$ cat src/rtl/expr_pkg.sv
// Shared definitions for the expression character stream: ASCII codes and
// the transmitter state encoding, also used by the checker on the receive side.
package expr_pkg;

    localparam logic [7:0] ASCII_0    = 8'h30;
    localparam logic [7:0] ASCII_PLUS = 8'h2B;
    localparam logic [7:0] ASCII_STAR = 8'h2A;

    typedef enum logic [1:0] {
        IDLE,
        DIGIT,
        OP,
        DONE
    } state_t;

    function automatic logic [7:0] digit_char(input logic [3:0] d);
        return ASCII_0 + {4'h0, d};
    endfunction

endpackage

$ cat src/rtl/expr_eval_step.sv
// Combinational sum/term update applied on each accepted character.
// All arithmetic wraps modulo 2**RES_W.
module expr_eval_step #(
    parameter int RES_W = 16
) (
    input  logic [RES_W-1:0] sum,
    input  logic [RES_W-1:0] term,
    input  logic [3:0]       digit,
    input  logic             chain,
    output logic [RES_W-1:0] term_next,
    output logic [RES_W-1:0] sum_add,
    output logic [RES_W-1:0] total
);

    logic [RES_W-1:0] digit_ext;

    // chain means the operator before this operand is '*', so the running
    // product keeps growing instead of starting a new term
    always_comb begin
        digit_ext = RES_W'(digit);
        term_next = chain ? term * digit_ext : digit_ext;
        sum_add   = sum + term;
        total     = sum + term_next;
    end

endmodule

$ cat src/rtl/expr_string_tx.sv
// Streams a digit/operator expression as ASCII over a valid/ready handshake
// and returns its value with '*' binding tighter than '+'.
module expr_string_tx
    import expr_pkg::*;
#(
    parameter  int MAX_OPS = 4,
    parameter  int RES_W   = 16,
    localparam int LEN_W   = $clog2(MAX_OPS + 1),
    localparam int OPS_W   = (MAX_OPS > 1) ? MAX_OPS - 1 : 1
) (
    input  logic                 clk,
    input  logic                 clr,
    input  logic                 start,
    input  logic [LEN_W-1:0]     len,
    input  logic [4*MAX_OPS-1:0] digits,
    input  logic [OPS_W-1:0]     ops,
    input  logic                 ready,
    output logic [7:0]           out_char,
    output logic                 out_valid,
    output logic                 busy,
    output logic                 done,
    output logic [RES_W-1:0]     result,
    output logic                 err
);

    state_t                 state_q, state_d;
    logic [LEN_W-1:0]       idx_q, idx_d;
    logic [LEN_W-1:0]       len_q, len_d;
    logic [4*MAX_OPS-1:0]   digits_q, digits_d;
    logic [OPS_W-1:0]       ops_q, ops_d;
    logic [RES_W-1:0]       sum_q, sum_d;
    logic [RES_W-1:0]       term_q, term_d;
    logic [RES_W-1:0]       result_d;
    logic [7:0]             out_char_d;
    logic                   out_valid_d, busy_d, done_d, err_d;

    logic                   legal;
    logic                   xfer;
    logic                   last;
    logic                   chain;
    logic [LEN_W-1:0]       idx_next;
    logic [3:0]             cur_digit;
    logic [3:0]             next_digit;
    logic [RES_W-1:0]       term_next, sum_add, total;

    always_comb begin
        xfer       = out_valid && ready;
        idx_next   = idx_q + LEN_W'(1);
        last       = (idx_q == len_q - LEN_W'(1));
        cur_digit  = digits_q[4*idx_q +: 4];
        next_digit = digits_q[4*idx_next +: 4];
        chain      = (idx_q != '0) && ops_q[idx_q - LEN_W'(1)];
    end

    // Only operands inside the requested length need to be valid decimal digits
    always_comb begin
        legal = (len != '0) && (len <= LEN_W'(MAX_OPS));
        for (int i = 0; i < MAX_OPS; i++) begin
            if (i < int'(len) && digits[4*i +: 4] > 4'd9) begin
                legal = 1'b0;
            end
        end
    end

    expr_eval_step #(
        .RES_W(RES_W)
    ) u_step (
        .sum       (sum_q),
        .term      (term_q),
        .digit     (cur_digit),
        .chain     (chain),
        .term_next (term_next),
        .sum_add   (sum_add),
        .total     (total)
    );

    always_comb begin
        state_d     = state_q;
        idx_d       = idx_q;
        len_d       = len_q;
        digits_d    = digits_q;
        ops_d       = ops_q;
        sum_d       = sum_q;
        term_d      = term_q;
        result_d    = result;
        out_char_d  = out_char;
        out_valid_d = out_valid;
        busy_d      = busy;
        done_d      = 1'b0;
        err_d       = 1'b0;

        case (state_q)
            IDLE: begin
                busy_d      = 1'b0;
                out_valid_d = 1'b0;
                out_char_d  = 8'h00;
                if (start) begin
                    if (legal) begin
                        len_d       = len;
                        digits_d    = digits;
                        ops_d       = ops;
                        idx_d       = '0;
                        sum_d       = '0;
                        term_d      = '0;
                        out_valid_d = 1'b1;
                        out_char_d  = digit_char(digits[3:0]);
                        busy_d      = 1'b1;
                        state_d     = DIGIT;
                    end else begin
                        err_d = 1'b1;
                    end
                end
            end

            DIGIT: begin
                if (xfer) begin
                    term_d = term_next;
                    if (last) begin
                        out_valid_d = 1'b0;
                        out_char_d  = 8'h00;
                        result_d    = total;
                        done_d      = 1'b1;
                        state_d     = DONE;
                    end else begin
                        out_char_d = ops_q[idx_q] ? ASCII_STAR : ASCII_PLUS;
                        state_d    = OP;
                    end
                end
            end

            // A '+' closes the current product, so fold it into the sum here
            OP: begin
                if (xfer) begin
                    if (!ops_q[idx_q]) begin
                        sum_d = sum_add;
                    end
                    idx_d      = idx_next;
                    out_char_d = digit_char(next_digit);
                    state_d    = DIGIT;
                end
            end

            DONE: begin
                busy_d  = 1'b0;
                state_d = IDLE;
            end

            default: begin
                state_d = IDLE;
            end
        endcase
    end

    always_ff @(posedge clk or posedge clr) begin
        if (clr) begin
            state_q   <= IDLE;
            idx_q     <= '0;
            len_q     <= '0;
            digits_q  <= '0;
            ops_q     <= '0;
            sum_q     <= '0;
            term_q    <= '0;
            result    <= '0;
            out_char  <= 8'h00;
            out_valid <= 1'b0;
            busy      <= 1'b0;
            done      <= 1'b0;
            err       <= 1'b0;
        end else begin
            state_q   <= state_d;
            idx_q     <= idx_d;
            len_q     <= len_d;
            digits_q  <= digits_d;
            ops_q     <= ops_d;
            sum_q     <= sum_d;
            term_q    <= term_d;
            result    <= result_d;
            out_char  <= out_char_d;
            out_valid <= out_valid_d;
            busy      <= busy_d;
            done      <= done_d;
            err       <= err_d;
        end
    end

endmodule

$ cat config.mk
export PLATFORM = sky130hd
export DESIGN_NAME = expr_string_tx
export DESIGN_NICKNAME = d
export VERILOG_FILES = /design/src/rtl/expr_pkg.sv /design/src/rtl/expr_eval_step.sv /design/src/rtl/expr_string_tx.sv
export SDC_FILE = /design/constraint.sdc
export NUM_CORES = 1
export LEC_CHECK = 0
export BUFFER_PORTS_ARGS = -buffer_cell sky130_fd_sc_hd__buf_4
export CAP_MARGIN = 20
export CELL_PAD_IN_SITES_DETAIL_PLACEMENT = 2
export CELL_PAD_IN_SITES_GLOBAL_PLACEMENT = 2
export CORE_ASPECT_RATIO = 0.75
export CORE_MARGIN = 2
export CORE_UTILIZATION = 36
export CTS_BUF_LIST = sky130_fd_sc_hd__clkbuf_4 sky130_fd_sc_hd__clkbuf_8
export CTS_CLUSTER_DIAMETER = 80
export DETAILED_ROUTE_END_ITERATION = 10
export GPL_ROUTABILITY_DRIVEN = 0
export PLACE_DENSITY_LB_ADDON = 0.05
export SYNTH_ARGS = -nofsm -noshare
export SYNTH_HDL_FRONTEND = slang
export SYNTH_HIERARCHICAL = 1
export SYNTH_SLANG_ARGS = --single-unit
$ cat constraint.sdc
create_clock -name clk -period 5.75 [get_ports clk]
set_input_delay 1.15 -clock clk [delete_from_list [all_inputs] [get_ports clk]]
set_output_delay 1.15 -clock clk [all_outputs]
set_load 0.02 [all_outputs]
== Word-level counts from Yosys, hierarchy flattened ==
Index checks and enable logic that the tools add are counted.
Operators by class
  shift-type cells: 2
  order comparisons: 11
  eq/ne operators: 10
  mux-type cells: 45
  $add $sub $neg: 7
  multiply operators: 1
  reduce and logical (&&, ||, !) cells: 22
Operators with widths (count)
  16-bit 2-to-1 mux: 6
  16-bit one-hot mux with 2 select lines: 2
  16-bit adder: 2
  16-bit by 6-bit variable part select with 4-bit output: 2
  8-bit one-hot mux with 3 select lines: 1
  1-bit 2-to-1 mux: 18
  4-bit greater-than comparator (second input constant): 4
  16-bit by 4-bit multiplier with 16-bit output: 1
  8-bit 2-to-1 mux: 2
  6-bit by 4-bit adder with 7-bit output (first input constant): 2
  7-bit 2-to-1 mux: 2
  2-bit != test (second input constant): 6
  3-bit AND reduction: 4
  4-bit AND reduction: 3
  3-bit 2-to-1 mux: 3
  3-bit nonzero test: 3
  2-bit 2-to-1 mux: 4
  2-bit one-hot mux with 4 select lines: 1
  1-bit logical AND: 7
  1-bit by 3-bit less-than comparator with 1-bit output (first input constant): 2
  2-bit by 3-bit less-than comparator with 1-bit output (first input constant): 2
  3-bit less-than comparator (second input constant): 2
  6-bit 2-to-1 mux: 1
  3-bit one-hot mux with 2 select lines: 1
  other kinds (11): 17
Word-level totals
  output and inout port bits: 28
  input bits: 26
  word-level logic and storage cells: 111
  flip-flop bits (word level): 87

== Logic depth before layout (Yosys ltp) ==
  word-level depth: 9
  mapped depth: 26
  gate-level depth less buffers: 24

== Modules after synthesis ==
Netlist, hierarchy kept.
Modules (own cells, without submodules)
  expr_string_tx: area an instance 4147.7 um2, seq. area each 2127.0 um2, times used 1, cells an instance 368
  expr_eval_step: area an instance 2974.1 um2, seq. area each 0.0 um2, times used 1, cells an instance 386

== Least setup slack after synthesis ==
OpenSTA, ideal clock, no wires.
  path type: reg-to-reg
  start: reg idx_q[0]
  end: reg result[15]
  period minus slack after synthesis: 6115 ps
  data required time: 5625 ps
  setup time: 125 ps
  buffers on the path: 2
  cell stages (with the launch flop): 27
  setup slack: -365 ps
  data arrival time: 5990 ps
  cells stage by stage: dfrtp_1 -> buf_2 -> mux4_2 -> and2_1 -> clkbuf_1 -> and2_1 -> fa_1 -> inv_1 -> fa_1 -> inv_1 -> ha_1 -> nor2b_1 -> o21ai_0 -> a21boi_0 -> o21ai_0 -> nand2b_1 -> xnor2_1 -> nor2_1 -> ha_1 -> a21o_1 -> a21oi_1 -> o21ai_1 -> a41o_1 -> nor4_2 -> a311oi_2 -> xor2_1 -> mux2_4
On the way
  elaborated cells on any way between the ends: 11
  classes of those cells: add/sub: 2; mul: 1; eq/ne: 1; shift: 1; mux: 3; reduce/logical: 3
RTL lines
  start, declared: RTL line expr_string_tx.sv:27  | logic [LEN_W-1:0] idx_q, idx_d;
  start signal, assigned: RTL line expr_string_tx.sv:171  | idx_q <= idx_d;
  16-bit by 6-bit variable part select with 4-bit output: RTL line expr_string_tx.sv:50  | cur_digit = digits_q[4*idx_q +: 4];
  named net cur_digit[3]: RTL line expr_string_tx.sv:42  | logic [3:0] cur_digit;
  16-bit by 4-bit multiplier with 16-bit output: RTL line expr_eval_step.sv:21  | term_next = chain ? term * digit_ext : digit_ext;
  16-bit 2-to-1 mux: RTL line expr_eval_step.sv:21
  named net term_next[8]: RTL line expr_string_tx.sv:44  | logic [RES_W-1:0] term_next, sum_add, total;
  16-bit adder: RTL line expr_eval_step.sv:23  | total = sum + term_next;
  named net total[15]: RTL line expr_string_tx.sv:44
  end signal, assigned: RTL line expr_string_tx.sv:177  | result <= result_d;
  end, declared: RTL line expr_string_tx.sv:22  | output logic [RES_W-1:0] result,
The timed path passes the listed nets, and every way through them passes these cells. The select of a mux whose other input is x is not followed.
A chain may end at the register's enable or synchronous reset.

== Worst setup path in the final report ==
Ends and elaborated chain as after synthesis.

==> reports/qor.txt <==
======================================================================================================
Synth Instances                                                                                    754
Worst path required time                                                                       6.01 ns
Clock latency on the worst-skew pair                                                           0.37 ns
Result of the run                                                                         finished, final reports clean
Top cell by count, worst path                                                             sky130_fd_sc_hd__buf_4
Max rail drop VDD                                                                            0.2329 mV
Via count of the first global-routing pass                                                        6673
Crit path DAT                                                                                  5.87 ns
Static leakage                                                                                4.158 nW
Distinct cells, synth                                                                               71
Post-Syn Area                                                                                 7122 um2
Post-layout net count                                                                              945
CP max-delay cell                                                                         sky130_fd_sc_hd__fa_1
Area of the core                                                                             19380 um2
Number of port buffers                                                                              51
CTS H-Tree Depth                                                                                     3
Boundary Pins                                                                                       54
Quantity of hold-fixing buffers added after cts                                                      0
Final number of hold-violating endpoints                                                             0
TritonCTS clock tree                                                                               yes
First-pass iteration count of the detailed router                                                    5
Maximum number of pins on one net before global-route repair                                        54
Clk_skew                                                                                    0.01667 ns
Cell chosen for the clock root                                                            sky130_fd_sc_hd__clkbuf_8
Register-to-register setup slack                                                               0.14 ns
Worst hold slack across all endpoints                                                        0.5024 ns
DRC violation count after routing                                                                    0
Endpoints failing setup                                                                              0
Wire length of the first global-routing pass                                                  38380 um
Share of the core filled with cells                                                             44.38%
Floorplan die width                                                                           166.4 um
Number of sinks handled by clock tree synthesis                                                     85
Starting DRT DRC Count                                                                             293
Vias per cell                                                                                    5.438
Initial antenna violation count                                                                      0
Async set or reset register ratio after synthesis                                               100.0%
Area growth, synth to finish                                                                    20.77%
Final critical-path share of the clock period                                                   97.57%
Delay of the slowest critical-path stage                                                       0.54 ns
Antenna cells                                                                                        0
Fmax                                                                                         178.2 MHz
Share of final-layout standard cells stronger than drive strength 1                             28.38%
Number of buffers on the longest clock path                                                          2
Half-perimeter wire length of the detailed placement result                                   18420 um
Total Wirelength                                                                              23720 um
Die area                                                                                     20940 um2
Max-cap viol count                                                                                   0
Worst Tran Pin Value                                                                          1.103 ns
Category of the worst setup path capture point                                               flip-flop
Top FF cell, synth                                                                        sky130_fd_sc_hd__dfrtp_1
Crit-path max FO                                                                                     5
Number of flip-flops and latches in the synthesized netlist                                         85
Post-layout minimum cycle time                                                                5.610 ns
Share of the yosys chip area belonging to registers                                             29.87%
Commonest non-fill, non-tap cell in the layout                                            sky130_fd_sc_hd__buf_4
Number of placement rows                                                                            44
Combined global-route utilization of all metal layers                                           23.20%
Crit Path Category                                                                        flip-flop to flip-flop
Slew HR                                                                                         26.47%
Average cell area after synthesis                                                            9.445 um2
Sort of element at the start of the critical path                                            flip-flop
Clock transition at the register clock pins on the worst setup and hold paths after CTS        0.10 ns
Total power density per cell area                                                         342.9 nW/um2
Commonest non-fill, non-tap cells in the layout                                           sky130_fd_sc_hd__buf_4 (99), sky130_fd_sc_hd__dfrtp_1 (84), sky130_fd_sc_hd__inv_1 (74), sky130_fd_sc_hd__nand2_1 (62), sky130_fd_sc_hd__ha_1 (45)
Chip height                                                                                   125.8 um
Worst Hold Class                                                                          flip-flop to flip-flop
Grt total ovfl                                                                                       0
Post-synth EDFFs                                                                                     0
Cell chain of the critical path                                                           mux4_2 -> and2_4 -> buf_4 -> buf_4 -> and2_1 -> fa_1 -> inv_1 -> fa_1 -> inv_1 -> ha_4 -> a21o_1 -> nor3_4 -> o41ai_2 -> a31oi_1 -> o211ai_1 -> ha_1 -> buf_4 -> a21o_4 -> o21ai_2 -> o31ai_2 -> a311oi_2 -> xor2_1 -> mux2_4
Initial Utilization                                                                             36.75%
Number of antenna-violating nets in the routed design                                                0
DR WL/cell                                                                                    21.66 um
Number of clock buffers inserted by TritonCTS                                                        9
Number of pins exceeding their max-slew limit in the final report                                    0
Number of warnings reported in the yosys synthesis log                                               6
Via Count                                                                                         5955
======================================================================================================
[routing by layer]
metal,wire length [um],track usage (%)
met5,0,0
met2,11090,37.72
met3,965,4.368
met1,11270,32.59
met4,396,4.462
[synthesized netlist by cell type, types with 3 or more instances]
library cell / number / area share, %
sky130_fd_sc_hd__and2_1: 43 / 3.8
sky130_fd_sc_hd__nor2_1: 28 / 1.5
sky130_fd_sc_hd__a21o_1: 13 / 1.4
sky130_fd_sc_hd__xnor2_1: 34 / 4.2
sky130_fd_sc_hd__mux2i_1: 4 / 0.56
sky130_fd_sc_hd__nand3_1: 30 / 2.1
sky130_fd_sc_hd__buf_2: 7 / 0.49
sky130_fd_sc_hd__nand2b_1: 4 / 0.35
sky130_fd_sc_hd__fa_1: 27 / 7.6
sky130_fd_sc_hd__a21oi_1: 41 / 2.9
sky130_fd_sc_hd__xor2_1: 11 / 1.4
sky130_fd_sc_hd__nor3b_1: 6 / 0.63
sky130_fd_sc_hd__mux2_4: 8 / 1.7
sky130_fd_sc_hd__a31oi_1: 11 / 0.97
sky130_fd_sc_hd__ha_1: 55 / 9.7
sky130_fd_sc_hd__a211oi_1: 12 / 1.3
sky130_fd_sc_hd__mux2_2: 34 / 5.4
sky130_fd_sc_hd__o21a_1: 7 / 0.74
sky130_fd_sc_hd__mux4_2: 8 / 2.5
sky130_fd_sc_hd__and3_1: 8 / 0.70
sky130_fd_sc_hd__nor3_1: 14 / 0.98
sky130_fd_sc_hd__dfrtp_1: 85 / 30
sky130_fd_sc_hd__o21ai_1: 3 / 0.21
sky130_fd_sc_hd__nand2_1: 62 / 3.3
sky130_fd_sc_hd__inv_1: 81 / 4.3
sky130_fd_sc_hd__o21ai_0: 30 / 2.1
sky130_fd_sc_hd__clkbuf_1: 20 / 1.1
sky130_fd_sc_hd__o32a_1: 3 / 0.42
sky130_fd_sc_hd__nor2b_1: 8 / 0.70
[power breakdown]
group / switching (mW) / internal, mW / leakage, nW / total (mW)
Combinational: 0.889 / 0.670 / 2.92 / 1.56
Clock: 0.251 / 0.216 / 0.107 / 0.467
Sequential: 0.161 / 0.763 / 1.13 / 0.923
Total: 1.30 / 1.65 / 4.16 / 2.95
[final cells by class]
class                   count  area, um2
clock inverters             6      70.07
flip-flops and latches     85       2128
repair buffers            103      820.8
well taps                 253      316.6
inverters                  81      305.3
clock buffers              10      137.6
multi-input cells         557       4822
fillers                  2099      10780
[cells by family after synthesis]
logic type	share of synthesized area, %
XOR/XNOR	5.534
AO/OA/AOI/OAI	14.11
multiplexers	10.15
flip-flops	29.87
buffers and inverters	6.518
other	0.05266
AND/OR/NAND/NOR	16.51
adder cells (fa/ha/maj)	17.25
[worst max-delay path: cells and delay by family (launching register included)]
| family | cells | cell delay (ns) |
|---|---|---|
| and+or+nand+nor | 3 | 0.60 |
| adders and majority gates | 4 | 1.66 |
| xor gates and xnor gates | 1 | 0.10 |
| DFF | 1 | 0.42 |
| AOI/OAI and AO/OA | 8 | 1.34 |
| muxes | 2 | 0.80 |
| buffers and inverters | 5 | 0.57 |
[registers in the layout, indices dropped and copies added (netlist names), 2 cells and up]
register,flops
digits_q,16
result,16
sum_q,16
term_q,16
out_char,6
idx_q,3
len_q,3
ops_q,3
state_q,2
[repair_timing]
item | 4_1_cts | 5_1_grt
pin swaps | 7 | 38
resized for setup | 15 | 46
buffers inserted | 1 | 7
cloned | 0 | 0
endpoints found under the setup margin | 5 | 3
[path summary, 6_finish.rpt]
path | depth (start not counted) | startpoint | to
worst min register to register | 2 | busy | busy
worst max-delay path | 23 | idx_q[0] | result[15]
worst min-delay path | 2 | busy | busy
min in group asynchronous | 2 | clr | len_q[1]
worst max register to register | 23 | idx_q[0] | result[15]
max in group asynchronous | 3 | clr | digits_q[14]
[through the flow]
| step | TNS, ns | cell area, um2 | total power [mW] | setup WS (ns) | cells |
|---|---|---|---|---|---|
| CTS | 0 | 8287 | 2.932 | 0.02726 | 1087 |
| global route | -0.1094 | 8601 | 3.157 | -0.1094 | 1095 |
| floorplan | 0 | 7138 | 1.836 | 0.02903 | 755 |
| detailed placement | -0.9971 | 8025 | 2.431 | -0.3024 | 1070 |
| finish | 0 | 8601 | 2.949 | 0.1397 | 1095 |
| global placement | -0.1847 | 7998 | 2.336 | -0.07002 | 1069 |
Power figures use the tool's default switching activity.
